--- config.mk ---
export PLATFORM = sky130hd
export DESIGN_NAME = op2_div_seq
export DESIGN_NICKNAME = d
export VERILOG_FILES = /design/src/rtl/op2_div_seq.sv
export SDC_FILE = /design/constraint.sdc
export NUM_CORES = 1
export LEC_CHECK = 0
export BUFFER_PORTS_ARGS = -buffer_cell sky130_fd_sc_hd__buf_2
export CAP_MARGIN = 10
export CORE_MARGIN = 1.5
export CORE_UTILIZATION = 25
export CTS_CLUSTER_SIZE = 25
export DETAILED_ROUTE_END_ITERATION = 10
export SYNTH_ARGS = -nofsm -noshare
export SYNTH_HDL_FRONTEND = slang
export SYNTH_SLANG_ARGS = --single-unit
--- constraint.sdc ---
create_clock -name clk -period 3.22 [get_ports clk]
set_input_delay 0 -clock clk [delete_from_list [all_inputs] [get_ports clk]]
set_output_delay 0 -clock clk [all_outputs]
set_load 0.005 [all_outputs]
--- src/rtl/op2_div_seq.sv ---
// Sequential 8-bit unsigned restoring divider on 12-bit ALU buses.
// One op2 subtractor is reused for all eight iterations of a divide.

module op2 (
  input  logic [11:0] op_1,
  input  logic [11:0] op_2,
  output logic [11:0] result
);
  assign result = op_1 - op_2;
endmodule

module op2_div_seq (
  input  logic        clk,
  input  logic        rst,
  input  logic        start,
  input  logic [11:0] dividend,
  input  logic [11:0] divisor,
  output logic        busy,
  output logic        done,
  output logic [11:0] quotient,
  output logic [11:0] remainder,
  output logic        div_by_zero
);

  typedef enum logic [1:0] {IDLE, RUN, DONE} state_t;

  state_t      state, state_next;
  logic [7:0]  d_reg, q_reg, r_reg;
  logic [2:0]  cnt;
  logic [7:0]  rs, diff;
  logic [11:0] sub_result;
  logic        borrow, accept, zero_div;
  logic        unused_bits;

  assign accept   = start && (state != RUN);
  assign zero_div = (divisor[7:0] == 8'd0);

  // Shift the next dividend bit into the partial remainder, then trial-subtract.
  assign rs = {r_reg[6:0], q_reg[7]};

  op2 u_sub (
    .op_1   ({4'b0, rs}),
    .op_2   ({4'b0, d_reg}),
    .result (sub_result)
  );

  assign diff   = sub_result[7:0];
  assign borrow = (~rs[7] & d_reg[7]) | (~(rs[7] ^ d_reg[7]) & diff[7]);

  assign unused_bits = ^{sub_result[11:8], dividend[11:8], divisor[11:8]};

  // NOTE: state and data registers use non-blocking assignments so every
  // register samples pre-edge values, independent of statement order.
  always_ff @(posedge clk or posedge rst) begin
    if (rst) state <= IDLE;
    else     state <= state_next;
  end

  // NOTE: state_next gets its default before the case so no path leaves it
  // unassigned, which would otherwise infer a latch.
  always_comb begin
    state_next = state;
    case (state)
      IDLE: if (start) state_next = zero_div ? DONE : RUN;
      RUN:  if (cnt == 3'd7) state_next = DONE;
      DONE: begin
        if (start) state_next = zero_div ? DONE : RUN;
        else       state_next = IDLE;
      end
      default: state_next = IDLE;
    endcase
  end

  always_ff @(posedge clk or posedge rst) begin
    if (rst) begin
      d_reg       <= 8'd0;
      q_reg       <= 8'd0;
      r_reg       <= 8'd0;
      cnt         <= 3'd0;
      div_by_zero <= 1'b0;
    end else if (accept) begin
      d_reg <= divisor[7:0];
      cnt   <= 3'd0;
      if (zero_div) begin
        q_reg       <= 8'hFF;
        r_reg       <= dividend[7:0];
        div_by_zero <= 1'b1;
      end else begin
        q_reg       <= dividend[7:0];
        r_reg       <= 8'd0;
        div_by_zero <= 1'b0;
      end
    end else if (state == RUN) begin
      r_reg <= borrow ? rs : diff;
      q_reg <= {q_reg[6:0], ~borrow};
      cnt   <= cnt + 3'd1;
    end
  end

  assign busy      = (state == RUN);
  assign done      = (state == DONE);
  assign quotient  = {4'b0, q_reg};
  assign remainder = {4'b0, r_reg};

endmodule

==> impl_metrics.ini, run 1 <==
[synthesis]
avgSynthCellArea_um2 = 9.63
yosys-top-cells-count = 30 x dfrtp_1, 21 x nand2_1, 12 x nor2_1
synthArstFlopShare = 1.00
synth_ff_type = dfrtp_1
synth_area_leaders = dfrtp_1 41%, mux2_2 6.8%, ha_1 6.2%
synth.most_common_cell = dfrtp_1
ys_types = 36
yosys_warnings = 0
synth_edf_count = 0
synth_top_area_frac = 0.412
synth_seq_cells = 30
synth_area_leader_cell = dfrtp_1
synth.yosys.seq_area_share = 0.412
netlist_area_um2 = 1820
syn_inst = 189

[drt]
first_pass_iters = 4
vias = 1491
drt-wirelength-per-cell_um = 13.1
drc = 0
finalWirelength_um = 4340
drt_iter0_markers = 62
vias_per_cell = 4.49
ant_nets = 0

[critical_path]
timing.rr.end = r_reg[0]$_DFFE_PP0P_
crit_path_top_delay_cell = fa_1
ff2ff_setup_slack_ns = 0.44
crit_top_cell = a21oi_1
r2r_cells = 9
cp_max_fo = 11
path_class = register to register
cp_data_arrival_time_ns = 2.98
slowest_delay_ns = 0.45
start_kind = register
crit_end = r_reg[0]$_DFFE_PP0P_
crit_chain = ha_1, or2_2, o221ai_1, a21oi_1, a21o_1, a21oi_1, fa_1, mux2_2, a21oi_1
cp.required_ns = 3.43
crit_start = r_reg[1]$_DFFE_PP0P_
r2r-start = r_reg[1]$_DFFE_PP0P_
critPathCaptureType = register

[timing]
period_minus_slack_ns = 2.78
setup_viol = 0
worst_pin_slew_ns = 0.748
tns_ns = 0
timing.final.ws_setup_ns = 0.442
skew_ns = 0.00255
finalHoldViolations = 0
fmax_mhz = 360
worst_slew_margin_rel = 0.501
fin_crit_sh = 0.863
slew_viol_final = 0
rsz0062_at_grt = no
whs_ns = 0.0236

[placement]
post-dp-hpwl_um = 3150
dp.cells = 316
dp_slack_ns = 0.500
portBuffers = 37
gp_congestion = 0.716
placed_area_um2 = 2080

[pwr]
p_per_area_nw_per_um2 = 1030
ir_drop_uv = 330
finalPower_mw = 2.31
p_leak_nw = 1.10

[grt]
grt.met1_usage = 0.156
grt_max_degree = 31
grt.busiest_layer = met2
grt_first_pass_wirelength_um = 6930
antenna_found_initial = 0
grt_use_total = 0.116
met2_usage = 0.183
grt_pass1_vias = 1421
grt.met3_usage = 0.0252
grt_remaining_overflow = 0

[floorplanning]
die_area_um2 = 7800
core_area_um2 = 6910
ioPinCount = 54
rows = 30
start_util = 0.264
die_x_um = 88.3
die_y_um = 88.3

[min_path]
hold_path.class = input pin to register
hold_depth = 3

[final_layout]
stdcell_count = 332
n_fill_cell = 761
final_layout_size_suffix_gt1_frac = 0.263
fin_nets = 274
n_antenna_cell = 0
final_cell_area_um2 = 2240
syn_to_final_growth_pct = 23.3
final_util = 0.325

[run_status]
status = complete, no violations

[clock_tree]
htreeDepth = 2
tritoncts = built
root_buffer = clkbuf_8
cts_buffers = 5
cts_sinks = 30
clockBufferDepth = 2
clk_latency_ns = 0.28
cts_resized = 0
clk_pin_slew_ns = 0.06

[flow_run]
drv_cap = 0
[what timing repair did]
item	CTS	global route
hold endpoints to repair	38	0
setup buffers	0	0
endpoints found under the setup margin	0	0
hold buffers	9	0
[layer usage]
| metal | routed length [um] | share of wire |
|---|---|---|
| met2 | 1970 | 0.45 |
| met1 | 2060 | 0.48 |
| met4 | 70 | 0.016 |
| met5 | 0 | 0 |
| met3 | 236 | 0.054 |
[layout make-up]
type                            count  area [um^2]  area share
Multi-Input combinational cell    138          955       0.425
Tap cell                           96          120      0.0535
Timing Repair Buffer               49          298       0.133
Clock buffer                        7         76.3      0.0340
Sequential cell                    30          751       0.334
Inverter                           12         45.0      0.0201
[cell families after synthesis]
group,Yosys count,share of synthesized area
simple gates,58,0.172
xor+xnor,3,0.0144
fa+ha+maj,11,0.0839
other cells,1,0.00206
compound gates,42,0.142
flops,30,0.412
buf+inv,28,0.0777
mux,16,0.0955
[how the worst min path moves through the flow]
| stage | to | slack, ns | from |
|---|---|---|---|
| finish | r_reg[2]$_DFFE_PP0P_ | 0.02 | dividend[2] |
| global route | r_reg[2]$_DFFE_PP0P_ | 0.07 | dividend[2] |
| CTS | r_reg[2]$_DFFE_PP0P_ | 0.01 | dividend[2] |
| detailed placement | r_reg[0]$_DFFE_PP0P_ | 0.11 | rst |
| global placement | r_reg[0]$_DFFE_PP0P_ | 0.11 | rst |
| floorplan | cnt[0]$_DFFE_PP0P_ | 0.09 | rst |
[critical path, delay by kind of cell (launching register included)]
| kind | cells | cell delay [ns] |
|---|---|---|
| simple gates | 1 | 0.29 |
| flops | 1 | 0.43 |
| mux | 1 | 0.38 |
| compound gates | 5 | 0.90 |
| fa+ha+maj | 2 | 0.70 |
[cell usage in the layout, fill, tap and decap left out, types with 5 or more instances in the layout]
| master | Yosys | final |
|---|---|---|
| a21oi_1 | 10 | 10 |
| buf_2 | 5 | 37 |
| clkbuf_8 | 0 | 5 |
| conb_1 | 1 | 8 |
| dfrtp_1 | 30 | 30 |
| dlygate4sd3_1 | 0 | 9 |
| ha_1 | 9 | 9 |
| inv_1 | 11 | 11 |
| mux2_2 | 11 | 11 |
| mux2i_1 | 5 | 5 |
| nand2_1 | 21 | 21 |
| nand2b_1 | 8 | 8 |
| nor2_1 | 12 | 12 |
| nor2b_1 | 5 | 5 |
| o21ai_0 | 8 | 8 |
| o22ai_1 | 7 | 7 |
[power by group]
part	internal (mW)	switching (mW)	leakage, nW
clock	0.148	0.137	0.0383
combinational	0.630	0.678	0.703
sequential	0.573	0.145	0.354
Power figures use the tool's default switching activity.
==> run 2, diff against run 1 <==
CORE_MARGIN = 2   (was 1.5)
==> run 2 against run 1 <==
Net effect:
- register-to-register slack is essentially flat
- sequential power is essentially flat
- count of clock-buffer cells in the layout stayed put
- maximum frequency is 0.24% lower
- critical path type unchanged
- critical path depth unchanged
- die area rose by 2.3%
- combinational power is essentially flat
- utilization decreased by 0.79 points
- via count is 0.34% lower
- global-route usage increased by 0.48 points
- routed wire length grew 1.5%
- largest power group unchanged
- non-clock buffer count unchanged
==> impl_metrics.ini, run 2 (synthesized netlist as in run 1, its figures left out) <==
[run_status]
status = complete, no violations

[final_layout]
n_fill_cell = 791
most-common-layout-cells = 37 x buf_2, 30 x dfrtp_1, 21 x nand2_1
syn_to_final_growth_pct = 24.3
n_antenna_cell = 0
final_util = 0.317
final_layout_size_suffix_gt1_frac = 0.270
layout_commonest_cell = buf_2
fin_nets = 274

[drt]
drt-wirelength-per-cell_um = 13.1
vias_per_cell = 4.42
wl_met3_um = 254
finalWirelength_um = 4400
drt_iter0_markers = 53
dr.max_layer_used = met4
ant_nets = 0
m1WireLength_um = 2030
drc = 0
vias = 1486
wl_met2_um = 2060
first_pass_iters = 4

[pwr]
finalPower_mw = 2.35
ir_drop_uv = 273
p_leak_nw = 1.11
p_per_area_nw_per_um2 = 1040

[clock_tree]
tritoncts = built
root_buffer = clkbuf_8
clk_latency_ns = 0.28
cts_resized = 0
cts_sinks = 30
cts_hold_buf = 9
clockBufferDepth = 2
cts_buffers = 5
clk_pin_slew_ns = 0.06
htreeDepth = 2
postCtsSetupRepairBufs = 0

[min_path]
min_to = r_reg[2]$_DFFE_PP0P_
hold_path.class = input pin to register
hold_depth = 3
worstHoldStart = dividend[2]

[timing]
timing.final.ws_setup_ns = 0.435
fmax_mhz = 359
slew_viol_final = 0
finalHoldViolations = 0
whs_ns = 0.0170
setup_viol = 0
tns_ns = 0
fin_crit_sh = 0.865
worst_slew_margin_rel = 0.500
rsz0062_at_grt = no
period_minus_slack_ns = 2.78
skew_ns = 0.00343
worst_pin_slew_ns = 0.750

[critical_path]
cp.required_ns = 3.43
ff2ff_setup_slack_ns = 0.44
path_class = register to register
cp_data_arrival_time_ns = 2.99
timing.rr.end = r_reg[1]$_DFFE_PP0P_
cp_max_fo = 11
r2r_cells = 9
r2r-start = r_reg[1]$_DFFE_PP0P_
start_kind = register
critPathCaptureType = register

[floorplanning]
core_area_um2 = 7140
ioPinCount = 54
die_y_um = 89.3
die_x_um = 89.3
rows = 31
die_area_um2 = 7980
start_util = 0.255

[grt]
grt_max_degree = 29
grt_remaining_overflow = 0
grt_first_pass_wirelength_um = 7250
antenna_found_initial = 0
grt_use_total = 0.121
grt_pass1_vias = 1450

[placement]
gp_congestion = 0.780
dp_slack_ns = 0.491
post-dp-hpwl_um = 3330
portBuffers = 37

[flow_run]
drv_cap = 0
==> run 2: how the worst max path moves through the flow <==
| stage | startpoint | endpoint | cells past startpoint |
|---|---|---|---|
| detailed placement | r_reg[1]$_DFFE_PP0P_ | r_reg[0]$_DFFE_PP0P_ | 9 |
| global route | d_reg[1]$_DFFE_PP0P_ | r_reg[3]$_DFFE_PP0P_ | 11 |
| floorplan | r_reg[1]$_DFFE_PP0P_ | r_reg[0]$_DFFE_PP0P_ | 10 |
| finish | r_reg[1]$_DFFE_PP0P_ | r_reg[1]$_DFFE_PP0P_ | 9 |
| CTS | r_reg[1]$_DFFE_PP0P_ | r_reg[0]$_DFFE_PP0P_ | 9 |
| global placement | r_reg[1]$_DFFE_PP0P_ | r_reg[0]$_DFFE_PP0P_ | 9 |
==> run 2: metal layers <==
layer / GRT usage / vias up
met5: 0 / -
met4: 0.0407 / 0
met3: 0.0416 / 5
met2: 0.189 / 35
met1: 0.157 / 706
li1: - / 740
==> run 2: layout make-up <==
| type | count | area [um^2] | area share |
|---|---|---|---|
| Clock buffer | 7 | 86.3 | 0.0381 |
| Clock inverter | 1 | 5.00 | 0.00221 |
| Inverter | 12 | 45.0 | 0.0199 |
| Multi-Input combinational cell | 138 | 955 | 0.422 |
| Sequential cell | 30 | 751 | 0.332 |
| Tap cell | 99 | 124 | 0.0547 |
| Timing Repair Buffer | 49 | 298 | 0.132 |
==> run 2: metrics by stage <==
stage               std cells  cell area (um^2)
detailed placement        319              2080
global placement          319              2080
floorplan                 196              1850
finish                    336              2260
global route              336              2260
CTS                       336              2260
==> run 2: critical path, cell delays in order, from the launching register on <==
cell	delay, ns
dfrtp_1	0.43
ha_1	0.26
or2_2	0.29
o221ai_1	0.23
a21oi_1	0.16
a21o_1	0.21
a21oi_1	0.17
fa_1	0.44
mux2_2	0.38
a21oi_1	0.14
==> run 2: power by group <==
group | total (mW) | internal [mW] | switching [mW] | leakage (nW)
sequential | 0.718 | 0.573 | 0.145 | 0.354
combinational | 1.32 | 0.632 | 0.687 | 0.703
clock | 0.311 | 0.172 | 0.139 | 0.0482
total | 2.35 | 1.38 | 0.971 | 1.11
==> run 3, diff against run 2 <==
SYNTH_HIERARCHICAL = 1   (was not set)
==> run 3 against run 2 <==
Net effect:
- non-clock buffer count up 3
- clock skew up 0.0065 ns
- synthesized area up 14%
- routed wire length up 15%
- worst hold slack worse by 0.012 ns
- worst setup slack better by 0.26 ns
- global-route usage up 0.21 points
- utilization down 0.75 points
- combinational power up 25%
- critical endpoint is now r_reg[4]$_DFFE_PP0P_
- largest cell class unchanged
- highest routed layer unchanged
==> impl_metrics.ini, run 3 <==
[grt]
grt_first_pass_wirelength_um = 8510
grt_remaining_overflow = 0
grt_max_degree = 31
grt_use_total = 0.123
antenna_found_initial = 0
grt_pass1_vias = 1717

[min_path]
hold_path.class = input pin to register
worstHoldStart = dividend[2]
hold_depth = 2
min_to = r_reg[2]$_DFFE_PP0P_

[final_layout]
most-common-layout-cells = 37 x buf_2, 30 x dfrtp_1, 15 x nor3_1
n_fill_cell = 846
stdcell_count = 359
layout_commonest_cell = buf_2
syn_to_final_growth_pct = 21.8
fin_nets = 293
final_layout_size_suffix_gt1_frac = 0.268
n_antenna_cell = 0

[timing]
whs_ns = 0.00460
skew_ns = 0.00996
fin_crit_sh = 0.784
setup_viol = 0
worst_pin_slew_ns = 0.606
tns_ns = 0
finalHoldViolations = 0
period_minus_slack_ns = 2.53
fmax_mhz = 396
worst_slew_margin_rel = 0.596
slew_viol_final = 0
rsz0062_at_grt = no

[drt]
drc = 0
vias_per_cell = 4.84
drt-wirelength-per-cell_um = 14.1
first_pass_iters = 4
drt_iter0_markers = 108
finalWirelength_um = 5050
vias = 1738
ant_nets = 0

[clock_tree]
postCtsSetupRepairBufs = 0
cts_sinks = 30
clk_pin_slew_ns = 0.07
tritoncts = built
clockBufferDepth = 2
root_buffer = clkbuf_8
clk_latency_ns = 0.28
cts_buffers = 5
htreeDepth = 2

[critical_path]
r2r-start = r_reg[5]$_DFFE_PP0P_
r2r_cells = 8
timing.rr.end = r_reg[4]$_DFFE_PP0P_
cp_data_arrival_time_ns = 2.69
start_kind = register
ff2ff_setup_slack_ns = 0.69
critPathCaptureType = register
path_class = register to register
cp_max_fo = 8
cp.required_ns = 3.39

[floorplanning]
core_area_um2 = 8130
die_area_um2 = 9020
rows = 33
ioPinCount = 54
start_util = 0.254
die_x_um = 95.0
die_y_um = 95.0

[placement]
gp_congestion = 0.772
post-dp-hpwl_um = 3760
dp.cells = 340
portBuffers = 37

[synthesis]
avgSynthCellArea_um2 = 9.90
syn_inst = 209
netlist_area_um2 = 2070
yosys_warnings = 6

[pwr]
ir_drop_uv = 493
p_leak_nw = 1.15
p_per_area_nw_per_um2 = 1110

[flow_run]
drv_cap = 0

[run_status]
status = complete, no violations
run 3: through the flow:
stage / instance area, um^2 / total power, mW / util / setup slack [ns]
final: 2520 / 2.79 / 0.310 / 0.694
after global routing: 2520 / 3.06 / 0.310 / 0.535
after CTS: 2520 / 2.81 / 0.310 / 0.683
after detailed placement: 2290 / 2.41 / 0.281 / 0.699
after global placement: 2290 / 2.36 / 0.281 / 0.732
after floorplan: 2090 / 2.05 / - / 0.928
run 3: how the worst max path moves through the flow:
stage                                 endpoint                 start  cells after the start
after floorplan           r_reg[0]$_DFFE_PP0P_  r_reg[5]$_DFFE_PP0P_                      8
after global placement    r_reg[1]$_DFFE_PP0P_  r_reg[5]$_DFFE_PP0P_                      8
after detailed placement  r_reg[4]$_DFFE_PP0P_  r_reg[5]$_DFFE_PP0P_                      8
after CTS                 r_reg[4]$_DFFE_PP0P_  r_reg[5]$_DFFE_PP0P_                      8
after global routing      r_reg[4]$_DFFE_PP0P_  r_reg[5]$_DFFE_PP0P_                      8
final                     r_reg[4]$_DFFE_PP0P_  r_reg[5]$_DFFE_PP0P_                      8
run 3: power breakdown:
group	internal, mW	switching [mW]	total, mW	leakage (nW)
clock	0.247	0.141	0.389	0.0573
sequential	0.568	0.176	0.744	0.357
combinational	0.811	0.842	1.65	0.733
total	1.63	1.16	2.79	1.15
run 3: timing repair:
| action | 4_1_cts | 5_1_grt |
|---|---|---|
| resized for setup | 0 | 0 |
| setup endpoints to repair | 0 | 0 |
| hold buffers | 12 | 0 |
| endpoints found under the hold margin | 41 | 0 |
run 3: final cells by class:
class / count / area [um^2] / share of cell area
Timing Repair Buffer: 52 / 328 / 0.130
Tap cell: 105 / 131 / 0.0522
Sequential cell: 30 / 751 / 0.298
Multi-Input combinational cell: 149 / 1130 / 0.448
Clock buffer: 6 / 82.6 / 0.0328
Inverter: 16 / 67.6 / 0.0268
Clock inverter: 1 / 30.0 / 0.0119
run 3: layer usage:
layer	vias to the layer above	global-route usage	share of wire	routed length, um
li1	827	-	-	-
met1	856	0.165	0.48	2450
met2	45	0.196	0.46	2340
met3	10	0.0255	0.033	166
met4	0	0.0459	0.019	97
met5	-	0	0	0
run 3: worst max-delay path: stages, from the launching register on:
cell and delay, ns:
dfrtp_1 0.42, ha_1 0.36, a21o_1 0.21, or3_1 0.32, o21ai_2 0.14, xnor2_1 0.12
a21oi_4 0.36, mux2i_1 0.15, a311o_1 0.33
